### config.mk
export PLATFORM = sky130hd
export DESIGN_NAME = game_flow_controller
export DESIGN_NICKNAME = d
export VERILOG_FILES = /design/src/rtl/game_flow_pkg.sv /design/src/rtl/game_timeout_counter.sv /design/src/rtl/game_flow_controller.sv
export SDC_FILE = /design/constraint.sdc
export NUM_CORES = 1
export LEC_CHECK = 0
export BUFFER_PORTS_ARGS = -buffer_cell sky130_fd_sc_hd__buf_2
export CORE_MARGIN = 2
export CORE_UTILIZATION = 55
export DETAILED_ROUTE_END_ITERATION = 8
export GPL_TIMING_DRIVEN = 0
export PLACE_DENSITY = 0.74
export SLEW_MARGIN = 20
export SYNTH_ARGS = -nofsm -noshare
export SYNTH_HDL_FRONTEND = slang
export SYNTH_HIERARCHICAL = 1
export SYNTH_SLANG_ARGS = --single-unit
### constraint.sdc
create_clock -name clk -period 3.6 [get_ports clk]
set_input_delay 0.72 -clock clk [delete_from_list [all_inputs] [get_ports clk]]
set_output_delay 0.72 -clock clk [all_outputs]
set_load 0.005 [all_outputs]
### src/rtl/game_flow_pkg.sv
// game_flow_pkg: shared state encoding and screen-select constants for the pinball game flow.
package game_flow_pkg;
  typedef enum logic [2:0] {S_WELCOME, S_PLAY, S_PAUSE, S_GAME_OVER, S_WIN} game_state_t;
  localparam logic [1:0] SCR_WELCOME = 2'd0;
  localparam logic [1:0] SCR_GAME    = 2'd1;
  localparam logic [1:0] SCR_END     = 2'd2;
  function automatic logic is_end(input game_state_t s);
    return s == S_GAME_OVER || s == S_WIN;
  endfunction
endpackage

### src/rtl/game_timeout_counter.sv
// game_timeout_counter: counts enabled cycles; done flags the cycle the count equals LIMIT-1.
module game_timeout_counter #(
  parameter int WIDTH = 26,
  parameter int LIMIT = 50000000
) (
  input  logic clk,
  input  logic rst_n,
  input  logic clear,
  input  logic enable,
  output logic done
);
  logic [WIDTH-1:0] cnt_q;
  always_ff @(posedge clk or negedge rst_n)
    if (!rst_n) cnt_q <= '0;
    else if (clear) cnt_q <= '0;
    else if (enable) cnt_q <= cnt_q + 1'b1;
  assign done = enable && cnt_q == WIDTH'(LIMIT - 1);
endmodule

### src/rtl/game_flow_controller.sv
// game_flow_controller: welcome/play/pause/game-over/win FSM owning lives and levels.
// Optional PAUSE state is built when GAME_FLOW_PAUSE_EN is defined.
module game_flow_controller
  import game_flow_pkg::*;
#(
  parameter int LIFE_W      = 4,
  parameter int START_LIVES = 3,
  parameter int LEVELS      = 4,
  parameter int END_TIMEOUT = 50000000,
  localparam int LVL_W      = LEVELS > 1 ? $clog2(LEVELS) : 1
) (
  input  logic              clk,
  input  logic              resetN,
  input  logic              key0IsPressed,
  input  logic              key1IsPressed,
  input  logic              ballLost,
  input  logic              levelCleared,
  output logic              start,
  output logic              gameEnd,
  output logic              win,
  output logic              paused,
  output logic              screenWelcomeOperational,
  output logic [LIFE_W-1:0] life,
  output logic [LVL_W-1:0]  level
);
  localparam int TO_W = END_TIMEOUT > 1 ? $clog2(END_TIMEOUT) : 1;
  localparam logic [LVL_W-1:0] LVL_MAX = LVL_W'(LEVELS - 1);
  localparam logic [LIFE_W-1:0] LIVES0 = LIFE_W'(START_LIVES);
  game_state_t state_q, state_d;
  logic [LIFE_W-1:0] life_q, life_d;
  logic [LVL_W-1:0] level_q, level_d;
  logic start_q, game_end_q, win_q, welcome_q;
  logic in_end, to_done;
  assign in_end = is_end(state_q);
  game_timeout_counter #(.WIDTH(TO_W), .LIMIT(END_TIMEOUT)) u_timeout (
    .clk   (clk),
    .rst_n (resetN),
    .clear (!in_end),
    .enable(in_end),
    .done  (to_done)
  );
  always_comb begin
    state_d = state_q;
    life_d  = life_q;
    level_d = level_q;
    case (state_q)
      S_WELCOME:
        if (key0IsPressed) begin
          state_d = S_PLAY;
          life_d  = LIVES0;
          level_d = '0;
        end
      S_PLAY: begin
        // A lost ball outranks a cleared level arriving in the same cycle
        if (ballLost) begin
          life_d  = life_q == '0 ? life_q : life_q - 1'b1;
          state_d = life_q <= LIFE_W'(1) ? S_GAME_OVER : S_PLAY;
        end else if (levelCleared) begin
          state_d = level_q == LVL_MAX ? S_WIN : S_PLAY;
          level_d = level_q == LVL_MAX ? level_q : level_q + 1'b1;
        end
`ifdef GAME_FLOW_PAUSE_EN
        if (key1IsPressed && state_d == S_PLAY) state_d = S_PAUSE;
`endif
      end
`ifdef GAME_FLOW_PAUSE_EN
      S_PAUSE:
        state_d = key1IsPressed ? S_WELCOME : key0IsPressed ? S_PLAY : S_PAUSE;
`endif
      S_GAME_OVER, S_WIN:
        if (key1IsPressed || to_done) state_d = S_WELCOME;
      default: state_d = S_WELCOME;
    endcase
  end
  always_ff @(posedge clk or negedge resetN)
    if (!resetN) begin
      state_q    <= S_WELCOME;
      life_q     <= LIVES0;
      level_q    <= '0;
      start_q    <= 1'b0;
      game_end_q <= 1'b0;
      win_q      <= 1'b0;
      welcome_q  <= 1'b1;
    end else begin
      state_q    <= state_d;
      life_q     <= life_d;
      level_q    <= level_d;
      start_q    <= state_d != S_WELCOME;
      game_end_q <= is_end(state_d);
      win_q      <= state_d == S_WIN;
      welcome_q  <= state_d == S_WELCOME;
    end
`ifdef GAME_FLOW_PAUSE_EN
  logic paused_q;
  always_ff @(posedge clk or negedge resetN)
    if (!resetN) paused_q <= 1'b0;
    else paused_q <= state_d == S_PAUSE;
  assign paused = paused_q;
`else
  assign paused = 1'b0;
`endif
  assign start                    = start_q;
  assign gameEnd                  = game_end_q;
  assign win                      = win_q;
  assign screenWelcomeOperational = welcome_q;
  assign life                     = life_q;
  assign level                    = level_q;
endmodule

Yosys cells after proc, flatten, opt, wreduce, memory -nomap -nowiden
Index checks and enable logic that the tools add are counted.

Register bits after elaboration: 39. Bits of input ports: 6. Output and inout bits: 11. Word-level logic and storage cells: 54.

Mux-type cells: 17. Magnitude comparators: 1. $add $sub $neg: 3. Reduce and logical (&&, ||, !) cells: 12. Equal/unequal tests: 13.

Operators with widths (number): 26-bit by 1-bit adder with 26-bit output (second input constant) (1); 26-bit equality test (second input constant) (1); 26-bit two-way mux (1); 3-bit two-way mux (5); 4-bit two-way mux (3); 2-bit inequality test (second input constant) (6); 2-bit two-way mux (5); 3-bit one-hot mux with 3 select lines (1); 4-bit one-hot mux with 2 select lines (1); 3-bit by 2-bit equality test with 1-bit output (second input constant) (2); 3-bit equality test (second input constant) (2); 3-bit logical NOT (2); 5-bit AND reduction (1); 4-bit by 1-bit less-or-equal comparator with 1-bit output (second input constant) (1); 4-bit logical NOT (1); 2-bit one-hot mux with 2 select lines (1); 4-bit AND reduction (1); 4-bit by 1-bit subtractor with 4-bit output (second input constant) (1); 3-bit by 1-bit equality test with 1-bit output (second input constant) (1); 1-bit logical OR (3); 3-bit nonzero test (1); 2-bit by 1-bit adder with 2-bit output (second input constant) (1); 2-bit equality test (second input constant) (1); 2-bit nonzero test (1); 2 further kinds (2).

Longest topological paths before layout
Word-level depth: 8. Gate-level depth with buffers: 10. Depth with buffers taken out: 8.

Hierarchy
Netlist, hierarchy kept.

By module, submodules not included: game_timeout_counter (sequential area each 650.6 µm², cells each 149, instances 1, area each 1400.1 µm²); game_flow_controller (sequential area each 329.1 µm², cells each 83, instances 1, area each 798.3 µm²).

Worst setup path before layout
OpenSTA, ideal clock, no wires.

Kind: reg-to-reg. Start point: register state_q[0]. End point: register start_q (netlist: start). Stages on the path, launching flop included: 11. Data required time: 3.470 ns. Setup time: 0.130 ns. Clock period less this slack: 2.375 ns. Path slack: 1.225 ns. Buffers on the path: 2. Arrival: 2.245 ns. Cell sequence: dfrtp_1 -> buf_4 -> nor3b_1 -> o21bai_1 -> buf_2 -> nand2_1 -> or2_2 -> nor4_1 -> o21ai_0 -> a22oi_1 -> o21ai_0.

Cells in the longest elaborated chain, start to end: 7. Elaborated cells on any way between the ends: 14. Those cells by class: eq/ne (3); mux (5); reduce/logical (6).

Ends and longest elaborated chain: start: declaration (RTL line game_flow_controller.sv:29) `game_state_t state_q, state_d;`; start signal: assignment (RTL line game_flow_controller.sv:85) `state_q <= state_d;`; 3-bit by 2-bit equality test with 1-bit output or 3-bit equality test (tied branches) (RTL line game_flow_pkg.sv:8) `return s == S_GAME_OVER || s == S_WIN;`; 1-bit logical OR * (RTL line game_flow_pkg.sv:8); named net in_end (RTL line game_flow_controller.sv:33) `logic in_end, to_done;`; 1-bit logical AND * (RTL line game_timeout_counter.sv:17) `assign done = enable && cnt_q == WIDTH'(LIMIT - 1);`; named net to_done (RTL line game_flow_controller.sv:33); 1-bit logical OR * (RTL line game_flow_controller.sv:71) `if (key1IsPressed || to_done) state_d = S_WELCOME;`; 3-bit two-way mux * (RTL line game_flow_controller.sv:71); 3-bit one-hot mux with 3 select lines * (RTL line game_flow_controller.sv:46) `case (state_q)`; 3-bit nonzero test * (RTL line game_flow_controller.sv:88) `start_q <= state_d != S_WELCOME;`; end signal: assignment (RTL line game_flow_controller.sv:80) `start_q <= 1'b0;`; end signal: assignment (RTL line game_flow_controller.sv:88); end: declaration (RTL line game_flow_controller.sv:32) `logic start_q, game_end_q, win_q, welcome_q;`.

Mark *: on every way through the listed nets, which the timed path passes. The rest lies on a longest branch. A chain may end at the register's enable or synchronous reset.

Final worst setup path
Ends and elaborated chain as after synthesis.

==> impl_results.rst <==
.. list-table::
   :header-rows: 1

   * - Metric
     - Value
   * - # fillers
     - approximately 340
   * - Leak Pwr
     - 0.00105 uW
   * - Placeable core area
     - 3740 um^2
   * - Number of synthesized register bits
     - 39
   * - Max-cap violation count
     - 0
   * - Pre-CTS setup slack
     - 0.756 ns
   * - Synth cell count leaders
     - 36 x sky130_fd_sc_hd__dfrtp_1, 21 x sky130_fd_sc_hd__nand2_1, 19 x sky130_fd_sc_hd__nor2_1, 15 x sky130_fd_sc_hd__a21oi_1, 13 x sky130_fd_sc_hd__nand4_1
   * - Period minus WS final
     - 2.88 ns
   * - Routability Congestion
     - between 0.8 and 0.9
   * - Crit path max-delay cell type
     - sky130_fd_sc_hd__nor4_1
   * - Io pins
     - 17
   * - Endpoints failing setup
     - 0
   * - Number of global-route vias before repair
     - 1,689
   * - Summed negative setup slack over all endpoints
     - 0 ns
   * - X dimension of the die
     - 67.2 um
   * - Routed met2 length
     - 2000 um
   * - Vias per Instance
     - 6.00
   * - Number of hold violations in the final report
     - 0
   * - Worst slew margin relative to its limit
     - 43.5%
   * - Synth warnings
     - 6
   * - Share of flip-flops with an asynchronous set or reset
     - 100%
   * - Biggest area contributors in the synthesized netlist
     - sky130_fd_sc_hd__dfrtp_1 41%, sky130_fd_sc_hd__xor2_1 4.8%, sky130_fd_sc_hd__nand4_1 3.7%
   * - Post-route met1 wirelength
     - roughly 2300 um
   * - Most frequent cell after synthesis
     - sky130_fd_sc_hd__dfrtp_1
   * - Hpwl dp
     - 3170 um
   * - Crit-path max FO
     - 10
   * - Avg WL per Cell
     - 14.9 um
   * - Worst clock skew on the final layout
     - 0.0111 ns
   * - Remaining Overflow, GRT
     - 0
   * - Final Slew Violations
     - 0
   * - Routed Antenna Nets
     - 0
   * - Insertion delay of the later-clocked pin in the worst-skew pair
     - 0.29 ns
   * - Number of H-tree branching levels
     - 2
   * - Number of flops mapped to enable cells by yosys
     - 0
   * - Yosys top cell area share
     - between 40 and 50%
   * - Capturing element type of the critical path
     - register
   * - Routed via count
     - 1,817
   * - Met3 wire length
     - 197 um
   * - Maximum cell stage delay along the critical path
     - 0.48 ns
   * - Final Total Pwr
     - 1340 uW
   * - Unrepaired setup endpoints after global routing
     - false
   * - Starting density of the core
     - between 50% and 60%
   * - Total clock sinks
     - 39
   * - Transition at the pin with the smallest max-transition slack
     - 0.848 ns
   * - Clock tree root driver cell
     - sky130_fd_sc_hd__clkbuf_8
   * - Die extent in y
     - 67.2 um
   * - Post-synth design cell area
     - 2200 um^2
   * - Syn_area_per_cell
     - 9.48 um^2
   * - Most frequent cell on the critical path
     - sky130_fd_sc_hd__o21ai_0
   * - Number of diodes added for antenna fixing
     - 0
   * - Global-route usage over all layers
     - 23.0%
   * - Area of all sequential standard cells
     - between 900 and 1000 um^2
   * - Worst VDD drop
     - 355 uV
   * - Multi-input gate area in the final layout
     - 1140 um^2
   * - Largest buffer count on any clock path
     - 2
   * - Clock buffers created by TritonCTS
     - 5
   * - Global-route wire length before repair
     - 7710 um
   * - Number of search-and-repair iterations in the first detailed-routing pass
     - 4
   * - Crit path arrival time
     - 3.06 ns
   * - Wirelength, routed
     - 4530 um
   * - Maximum number of pins on one net before global-route repair
     - 40
   * - Worst EP required
     - 3.78 ns
   * - Max Clk Rate
     - 347 MHz
   * - Crit path setup slack, layout
     - between 0.7 and 0.8 ns
   * - Utilization after layout
     - around 65%
   * - Clock slew seen by the registers of the worst setup and hold paths
     - 0.08 ns
   * - Cts hold-fix bufs
     - 0
   * - Number of buffers inserted to repair setup after CTS
     - 0
   * - Number of buffers added on ports
     - 15
   * - WS Path Type
     - register to register
   * - Top Layer Used
     - met4
   * - Synth-to-Final Area Change
     - 11.5%
   * - Cell row count
     - 22
   * - Net count after synthesis
     - 244
   * - DRC Markers
     - 0
   * - Number of antenna violations at the first check in global routing
     - 0
   * - Number of distinct library cells after synthesis
     - 53
   * - Type of element launching the critical path
     - register
   * - Most used DFF post-synth
     - sky130_fd_sc_hd__dfrtp_1
   * - Library cell with the largest summed area after synthesis
     - sky130_fd_sc_hd__dfrtp_1
   * - Fraction of the cycle the final worst path needs
     - 80.1%
   * - Critical path cell sequence
     - buf_4 -> nor3b_1 -> o21bai_1 -> buf_2 -> nand2_1 -> or2_2 -> nor4_1 -> o21ai_0 -> a22oi_1 -> o21ai_0
   * - DR iter-0 viols
     - 121
   * - Hold WC Path Type
     - input port to async pin
   * - Cell count after synthesis
     - ~230
   * - Run status
     - complete, no violations
   * - CTS tree
     - yes
   * - PD cells
     - between 500 and 600 nW/um^2
   * - Post-cts resize count
     - 0
   * - Nets
     - 266
   * - Share of final-layout standard cells stronger than drive strength 1
     - 16.5%
   * - Die outline area
     - 4520 um^2
   * - Fraction of the yosys area taken by sequential cells
     - 44.6%
[logic make-up (layout without fill, tap and decap cells)]
kind of cell               after synthesis  in the layout  synth area share (%)
buffers and inverters                   16             39                  3.41
other                                    1              1                 0.171
DFF                                     39             39                  44.6
AOI/OAI and AO/OA                       45             45                  12.9
muxes                                    4              4                  2.28
and+or+nand+nor                        108            108                  28.1
xor gates and xnor gates                13             13                  5.18
adders and majority gates                6              6                  3.41
[through the flow]
step           hold slack, ns  instances  cell area [um^2]
3_3_place_gp            0.515        295              2330
6_report                0.521        303              2450
2_1_floorplan           0.424        232              2200
3_5_place_dp            0.527        295              2330
4_1_cts                 0.543        303              2450
5_1_grt                 0.595        303              2450
[power by group]
group          internal, uW  switching (uW)  total (uW)
registers               505            56.0         561
clock network           224             155         379
logic                   180             221         401
[layer usage]
| metal | vias to the layer above | global-route usage, % |
|---|---|---|
| li1 | 900 | - |
| met1 | 871 | 31.7 |
| met2 | 38 | 34.9 |
| met3 | 8 | 5.17 |
| met4 | 0 | 9.95 |
| met5 | - | 0 |
[flip-flops by register name, indices dropped and copies added, names as in the netlist]
name and flops:
win 1, screenWelcomeOperational 1, start 1, level 2, gameEnd 1, life 4
u_timeout/cnt_q 26, state_q 3
[worst max-delay path: cells and delay by family (launching register included)]
kind,cells,cell delay [ns]
compound gates,4,0.72
simple gates,4,1.13
buf+inv,2,0.45
flops,1,0.46
[cell type report]
type,instances,share of cell area [%]
tap,48,2.45
sequential,39,40.0
clock inverter,2,1.43
inverter,6,0.919
buffer,10,2.14
timing repair buffer,15,3.06
clock buffer,6,3.37
multi-input combinational,177,46.7
[worst paths after layout]
kind	slack, ns	startpoint	depth (start not counted)	end
worst min register to register	0.54	u_timeout/cnt_q[5]	2	u_timeout/cnt_q[5]
worst max register to register	0.72	state_q[0]	10	start
worst min-delay path	0.52	resetN	1	state_q[0]
worst max-delay path	0.72	state_q[0]	10	start
max in group asynchronous	2.53	resetN	1	u_timeout/cnt_q[3]
min in group clk	0.54	u_timeout/cnt_q[5]	2	u_timeout/cnt_q[5]
[layout by cell type, fill, tap and decap left out, drive strengths merged, types with 6 or more instances in the layout]
master,count
xor2,12
nand2,21
nor2,19
nand4,13
and4,6
inv,6
dfrtp,36
or4,7
nand3,9
ha,6
buf,24
or3,6
and3,6
o31ai,6
o21ai,10
clkbuf,7
a21oi,15
No activity file was read; power rests on OpenSTA's default activity.
